**src/rtl/pdm_output_stage_pkg.sv**
```systemverilog
// Shared definitions for the PDM output stage: soft-mute FSM encoding and dither LFSR constants.
package pdm_output_stage_pkg;

   typedef enum logic [1:0] {
      MUTED     = 2'd0,
      RAMP_UP   = 2'd1,
      RUN       = 2'd2,
      RAMP_DOWN = 2'd3
   } mute_state_t;

   // 16-bit maximal-length Fibonacci LFSR, taps 16,14,13,11
   localparam logic [15:0] LFSR_SEED = 16'hACE1;
   localparam logic [15:0] LFSR_TAPS = 16'hB400;

endpackage

```
**src/rtl/pdm_output_stage_sigma_delta_mod1.sv**
```systemverilog
// First-order sigma-delta modulator: offset-binary u in, registered carry out as 1-bit density.
// Define PDM_OUTPUT_STAGE_DITHER_EN to add -2..+1 LSB of LFSR noise to u (saturated) against idle tones.
module sigma_delta_mod1
   import pdm_output_stage_pkg::*;
#(
   parameter int BITS = 12
)(
   input  logic            clk,
   input  logic            rst_n,
   input  logic [BITS-1:0] u,
   output logic            pdm_out
);

   logic [BITS:0]   acc;
   logic [BITS-1:0] u_mod;

`ifdef PDM_OUTPUT_STAGE_DITHER_EN
   logic [15:0]            lfsr;
   logic signed [BITS+1:0] u_dith;

   always_ff @(posedge clk) begin
      if (!rst_n) lfsr <= LFSR_SEED;
      else        lfsr <= {lfsr[14:0], ^(lfsr & LFSR_TAPS)};
   end

   always_comb begin
      u_dith = $signed({2'b00, u}) + (BITS+2)'($signed(lfsr[1:0]));
      u_mod  = u_dith[BITS-1:0];
      if (u_dith[BITS+1])   u_mod = '0;
      else if (u_dith[BITS]) u_mod = '1;
   end
`else
   assign u_mod = u;
`endif

   always_ff @(posedge clk) begin
      if (!rst_n) acc <= '0;
      else        acc <= {1'b0, acc[BITS-1:0]} + {1'b0, u_mod};
   end

   assign pdm_out = acc[BITS];

endmodule

```
**src/rtl/pdm_output_stage.sv**
```systemverilog
// Final audio stage: one-entry sample buffer, linear interpolation, soft-mute gain ramp, 1-bit sigma-delta out.
// Optional modulator dither is enabled by defining PDM_OUTPUT_STAGE_DITHER_EN.
module pdm_output_stage
   import pdm_output_stage_pkg::*;
#(
   parameter int SAMPLE_BITS  = 12,
   parameter int INTERP_SHIFT = 9,
   parameter int GAIN_BITS    = 8
)(
   input  logic                   clk,
   input  logic                   rst_n,
   input  logic                   sample_valid,
   input  logic [SAMPLE_BITS-1:0] din,
   output logic                   sample_ready,
   input  logic                   mute,
   output logic                   muted,
   output logic                   underrun,
   output logic                   pdm_out
);

   localparam int DW = SAMPLE_BITS + 1;
   localparam int PW = DW + INTERP_SHIFT + 1;
   localparam int GW = SAMPLE_BITS + GAIN_BITS + 2;
   localparam logic [GAIN_BITS:0] UNITY = {1'b1, {GAIN_BITS{1'b0}}};

   logic                          pending;
   logic signed [SAMPLE_BITS-1:0] held, prev, cur, interp, scaled, scaled_q;
   logic [INTERP_SHIFT-1:0]       phase;
   logic                          boundary, transfer;
   logic [GAIN_BITS:0]            gain, gain_next;
   mute_state_t                   state, state_next;
   logic                          muted_next;
   logic signed [DW-1:0]          diff;
   logic signed [PW-1:0]          prod;
   logic signed [GW-1:0]          gprod;

   assign sample_ready = rst_n && !pending;
   assign transfer     = sample_valid && sample_ready;
   assign boundary     = (phase == '1);

   always_ff @(posedge clk) begin
      if (!rst_n) begin
         pending  <= 1'b0;
         held     <= '0;
         prev     <= '0;
         cur      <= '0;
         phase    <= '0;
         underrun <= 1'b0;
      end else begin
         phase <= phase + 1'b1;
         if (boundary) begin
            prev <= cur;
            if (pending) cur <= held;
            else         underrun <= 1'b1;
         end
         // a boundary reads the old held value, so a same-cycle capture cannot clobber it
         if (transfer)      begin held <= din; pending <= 1'b1; end
         else if (boundary) pending <= 1'b0;
      end
   end

   always_comb begin
      diff   = DW'(cur) - DW'(prev);
      prod   = PW'(diff) * $signed(PW'({1'b0, phase}));
      interp = SAMPLE_BITS'(PW'(prev) + (prod >>> INTERP_SHIFT));
      gprod  = GW'(interp) * $signed(GW'({1'b0, gain}));
      scaled = SAMPLE_BITS'(gprod >>> GAIN_BITS);
   end

   always_ff @(posedge clk) begin
      if (!rst_n) scaled_q <= '0;
      else        scaled_q <= scaled;
   end

   always_ff @(posedge clk) begin
      if (!rst_n) begin
         state <= MUTED;
         gain  <= '0;
         muted <= 1'b1;
      end else begin
         state <= state_next;
         gain  <= gain_next;
         muted <= muted_next;
      end
   end

   always_comb begin
      state_next = state;
      gain_next  = gain;
      if (boundary) begin
         unique case (state)
            MUTED:   if (!mute) state_next = RAMP_UP;
            RUN:     if (mute)  state_next = RAMP_DOWN;
            default: begin
               // while ramping, each step follows the mute level seen at this boundary
               gain_next = mute ? gain - 1'b1 : gain + 1'b1;
               if (gain_next == '0)         state_next = MUTED;
               else if (gain_next == UNITY) state_next = RUN;
               else                         state_next = mute ? RAMP_DOWN : RAMP_UP;
            end
         endcase
      end
   end

   always_comb muted_next = (state_next == MUTED);

   sigma_delta_mod1 #(.BITS(SAMPLE_BITS)) u_mod (
      .clk     (clk),
      .rst_n   (rst_n),
      .u       ({~scaled_q[SAMPLE_BITS-1], scaled_q[SAMPLE_BITS-2:0]}),
      .pdm_out (pdm_out)
   );

endmodule

```
**config.mk**
```make
export PLATFORM = sky130hd
export DESIGN_NAME = pdm_output_stage
export DESIGN_NICKNAME = d
export VERILOG_FILES = /design/src/rtl/pdm_output_stage_pkg.sv /design/src/rtl/pdm_output_stage_sigma_delta_mod1.sv /design/src/rtl/pdm_output_stage.sv
export SDC_FILE = /design/constraint.sdc
export NUM_CORES = 1
export LEC_CHECK = 0
export BUFFER_PORTS_ARGS = -buffer_cell sky130_fd_sc_hd__buf_2
export CORE_AREA = 2 2 179 181
export CTS_CLUSTER_SIZE = 12
export DETAILED_ROUTE_END_ITERATION = 12
export DIE_AREA = 0 0 181 183
export GPL_ROUTABILITY_DRIVEN = 0
export PLACE_DENSITY_LB_ADDON = 0.3
export SLEW_MARGIN = 10
export SYNTH_ARGS = -nofsm -noshare
export SYNTH_HDL_FRONTEND = slang
export SYNTH_SLANG_ARGS = --single-unit
export TNS_END_PERCENT = 50
```
**constraint.sdc**
```tcl
create_clock -name clk -period 26.3 [get_ports clk]
set_input_delay 3.945 -clock clk [delete_from_list [all_inputs] [get_ports clk]]
set_output_delay 3.945 -clock clk [all_outputs]
set_load 0.005 [all_outputs]
```
# Yosys cells after proc, flatten, opt, wreduce, memory -nomap -nowiden
# Index checks and enable logic that the tools add are counted.
[word_totals]
wordCells = 46
input_bits = 16
output_inout_bits = 4
ff_bits = 84
[op_classes]
muxes = 10
n_mul = 2
bitwise = 3
n_reduce_logical = 11
n_eq_ne = 3
addsub = 6
[op_table]
columns = ["operator", "n"]
rows = [
  ["$mul 13x10->21", 1],
  ["$mul 12x10->20", 1],
  ["$add 9x1->9 const B", 2],
  ["$eq 9x9->1 const B", 2],
  ["$add 12x12->13", 1],
  ["$sub 12x12->13", 1],
  ["$add 12x12->12", 1],
  ["$mux 2", 6],
  ["$logic_not 9->1", 1],
  ["$mux 9", 1],
  ["$sub 9x1->9 const B", 1],
  ["$reduce_and 2->1", 3],
  ["$logic_not 2->1", 2],
  ["$pmux 2 s2", 1],
  ["$not 1->1", 3],
  ["$eq 2x2->1 const B", 1],
  ["$logic_and 1x1->1", 2],
  ["$mux 1", 2],
  ["$reduce_bool 2->1", 1],
  ["$reduce_or 2->1", 1],
  ["$logic_not 1->1", 1],
]

# Logic depth before layout (Yosys ltp)
[depth]
ltp_word = 8
mapped_depth = 57
mapped_depth_nobuf = 57

# Hierarchy
# A second synthesis with hierarchy kept.
[unflattened]
hier_cells = 1439
hier_area_um2 = 12436.9
[by_module_without_submodules]
columns = ["module", "area_per_inst_um2", "cells_per_inst", "seq_area_each_um2", "instances"]
rows = [
  ["pdm_output_stage", 11608.6, 1350, 1421.4, 1],
  ["sigma_delta_mod1", 828.3, 89, 260.2, 1],
]

# Worst setup path before layout
# No wires, ideal clock.
[synth_timing]
path_type = "flip-flop to flip-flop"
from = "register prev[1]"
to = "register scaled_q[11]"
path_slack_ns = 13.820
stages_incl_launch_ff = 53
setup_time_ns = 0.129
required_time_ns = 26.171
n_path_buf = 0
synth_period_minus_slack_ns = 12.480
arrival_time_ns = 12.350
path_cell_list = "dfxtp_1 -> inv_1 -> ha_1 -> nor2b_1 -> o21ai_1 -> a21boi_1 -> o21ai_2 -> a21boi_1 -> o21ai_2 -> a21oi_2 -> o41ai_4 -> mux2_4 -> fa_1 -> inv_1 -> fa_1 -> fa_1 -> fa_1 -> inv_1 -> [17 not listed] -> nand2_1 -> fa_1 -> inv_1 -> fa_1 -> fa_1 -> fa_1 -> inv_1 -> fa_1 -> inv_1 -> ha_1 -> o21ai_0 -> a21oi_1 -> o21ai_1 -> a21oi_2 -> o41ai_4 -> mux2i_1 -> and4_1 -> nor3_2"
[synth_via]
elab_chain_len = 4
[synth_rtl]
columns = ["item", "line", "source"]
rows = [
  ["from (decl)", "pdm_output_stage.sv:27", "logic signed [SAMPLE_BITS-1:0] held, prev, cur, interp, scaled, scaled_q;"],
  ["from (signal assigned)", "pdm_output_stage.sv:52", "prev <= cur;"],
  ["$sub 12x12->13", "pdm_output_stage.sv:63", "diff = DW'(cur) - DW'(prev);"],
  ["$mul 13x10->21", "pdm_output_stage.sv:64", "prod = PW'(diff) * $signed(PW'({1'b0, phase}));"],
  ["$add 12x12->12 (*)", "pdm_output_stage.sv:65", "interp = SAMPLE_BITS'(PW'(prev) + (prod >>> INTERP_SHIFT));"],
  ["$mul 12x10->20 (*)", "pdm_output_stage.sv:66", "gprod = GW'(interp) * $signed(GW'({1'b0, gain}));"],
  ["to (signal assigned)", "pdm_output_stage.sv:72", "else scaled_q <= scaled;"],
  ["to (decl)", "pdm_output_stage.sv:27", ""],
]
# Every way passes the cells marked *; elsewhere a longest branch is shown, timed or not.
# A chain may end at the register's enable or synchronous reset.

# Final worst setup path
# Same ends and word-level chain as after synthesis.

==> results.yml <==
timing:
  report.final.setup_viol: 0
  worst_path_setup_slack_after_routing_ns: 12.72
  final.hold.worst_slack_ns: 0.454
  maxSlewHeadroom_pct: 28.7
  layout_worst_path_cycle_share_pct: 51.6
  final_period_minus_worst_setup_slack_ns: 13.58
  timing.fmax_mhz: 73.6
  skew_ns: 0.00706
  hold_viol: 0
  worstMarginPinSlew_ns: 1.06
  finalSetupTns_ns: 0
  grt_setup_unrepaired: "no"
  timing_max_transition_violations_final: 0
synthesis:
  synth_warnings: 0
  post_synthesis_instance_area_um2: 12400
  yosys_register_bits: 84
  synth_edf_count: 0
  synth.lib_cells_used.distinct: 59
  synth_top_flop_cell: "dfxtp_1"
  async_reset_ff_share_pct: 0
  synth_top_cells_by_count: "262 x inv_1, 183 x fa_1, 175 x nand2_1"
  cells_after_synthesis: 1426
  syn_avg_cell_area_um2: 8.68
  synth_top_area_cell: "fa_1"
  synth.most_common_cell: "inv_1"
  post_synth_main_area_contributors: "fa_1 30%, dfxtp_1 14%, ha_1 13%"
  netlist.area_leader.share_pct: 29.6
  syn-num-nets: 1758
  synth.yosys.seq_area_share_pct: 13.6
die:
  core_area_um2: 31200
  fp.dieH_um: 183
  initial_util_pct: 39.6
  boundaryPins: 20
  dieArea_um2: 33100
  die_width_um: 181
  core_rows: 65
finish:
  finalNetCount: 1750
  ant_diodes: 0
  layoutNonFillerInstCount: 1825
  drive_above_1_share_pct: 4.64
  postLayoutCoreUtil_pct: 42.1
  synthToLayoutAreaGrowth_pct: 6.34
cts:
  worst_skew_pair.late_latency_ns: 0.35
  htreeDepth: 3
  cts.clk_slew.worst_paths_ns: 0.07
  numClockSinks: 84
  postCtsResizedCells: 0
  clk_root_buffer_cell: "clkbuf_16"
  cts_buffer_depth: 2
  buffers_inserted_by_post_cts_timing_repair: 0
  cts_tree: "built"
  cts_made_buffers: 9
  cts_hold_repair.buffers: 0
setup_path:
  slowest_cell_on_crit_path: "o41ai_4"
  critPathLaunchType: "flip-flop"
  worst_setup_path_end_kind: "flip-flop"
  max_stage_delay_ns: 0.79
  arrival_ns: 13.78
  critPathRequiredTime_ns: 26.51
  timing.reg2reg.setup_slack_ns: 12.72
  critPathMaxFanout: 10
  criticalPathCategory: "reg -> reg"
  timing.critical_path.mode_cell: "fa_1"
drt:
  detail_route.wirelength_um: 26400
  final_antenna_net_count: 0
  remaining_design_rule_violation_count: 0
  via_count: 8903
  drt_first_iter_violations: 393
  avgRoutedWirePerCell_um: 14.5
  vias_per_cell: 4.88
  pre_repair_dr_iteration_count: 5
place:
  place.port_buffers: 19
  detailed_place_hpwl_um: 20600
  post-place-cells: 1809
  dpl_worst_slack_ns: 12.73
global_routing:
  grt_pass1_vias: 9150
  first_pass_grt_wire_length_um: 46400
  largest_net_degree_at_the_start_of_global_routing: 66
  grt-ovfl-total: 0
  antenna_found_initial: 0
  track_usage_pct: 17.2
pwr:
  vdd_ir_drop_max_uv: 35.5
  leakage_uw: 0.00653
  cellPowerDensity_nw_per_um2: 20.9
run_status:
  outcome: "finished clean"
worst_hold_path:
  hold_class: "reg -> reg"
run:
  maxCapViolations: 0
state kept, by name (all words and copies together) (netlist names):
signal and flops:
gain 9, u_mod.acc 13, muted 1, held 12, phase 9, scaled_q 12
pending 1, state 2, cur 12, underrun 1, prev 12
per-layer routing:
metal,track usage (%),routed length (um),vias up,share of wire [%]
met5,0,0,-,0
met4,2.89,170,0,0.64
met3,1.53,635,16,2.4
met2,28.4,12100,108,46
met1,25.1,13400,4371,51
li1,-,-,4408,-
cells in the final DEF, fill, tap and decap left out, types with 4 or more instances in the layout:
cell type  Yosys  routed
inv_1        262     261
fa_1         183     183
nand2_1      175     175
ha_1         133     133
and2_1        98      98
dfxtp_1       84      84
nor2_1        80      80
xnor2_1       52      52
a21oi_1       46      46
nor2b_1       26      26
o21ai_0       25      25
nand2b_1      20      20
xor2_1        19      19
buf_2          1      19
nor3_1        18      18
o21ai_1       17      17
mux2i_1       16      16
a21o_1        15      15
nand3_1       13      13
o21a_1        10      10
and3_1        10      10
clkbuf_16      0       9
or3_1          7       7
mux2_4         7       7
a21boi_1       6       6
a211oi_1       6       6
buf_4          0       6
a21oi_2        4       4
a31oi_1        4       4
worst max-delay path, delay by kind of cell, from the launching register on:
family | cells | cell delay [ns]
flip-flops | 1 | 0.41
buffers and inverters | 7 | 0.39
XOR/XNOR | 4 | 0.90
AND/OR/NAND/NOR | 6 | 1.18
AO/OA/AOI/OAI | 19 | 3.57
multiplexers | 2 | 0.62
adder cells (fa/ha/maj) | 14 | 6.36
power by group:
part / switching [uW] / internal (uW) / total, uW
registers: 3.14 / 129 / 132
logic: 6.14 / 3.66 / 9.80
clock network: 57.5 / 75.3 / 133
area by class of cell:
type	instances	area, um^2
Multi-Input combinational cell	1034	9530
Timing Repair Buffer	25	140
Fill cell	3152	18100
Tap cell	402	503
Sequential cell	84	1680
Inverter	264	991
Clock buffer	9	225
Clock inverter	7	82.6
cell families (layout without fill, tap and decap cells):
| group | count (synthesis) | after routing | share of synthesized area (%) |
|---|---|---|---|
| compound gates | 159 | 159 | 8.53 |
| xor+xnor | 72 | 72 | 5.16 |
| fa+ha+maj | 316 | 316 | 43.1 |
| buf+inv | 308 | 305 | 9.35 |
| flops | 84 | 84 | 13.6 |
| mux | 23 | 23 | 2.14 |
| simple gates | 464 | 464 | 18.2 |
stage by stage:
step | power [uW] | area, um^2
floorplan | 141 | 12400
global placement | 145 | 12800
detailed placement | 145 | 12800
CTS | 278 | 13200
global route | 285 | 13200
finish | 275 | 13200
final timing paths:
check	from	to	cells after the start
worst max-delay path	prev[1]	scaled_q[11]	52
worst min-delay path	held[2]	cur[2]	2
worst max register to register	prev[1]	scaled_q[11]	52
worst min register to register	held[2]	cur[2]	2
No activity file was read; power rests on OpenSTA's default activity.
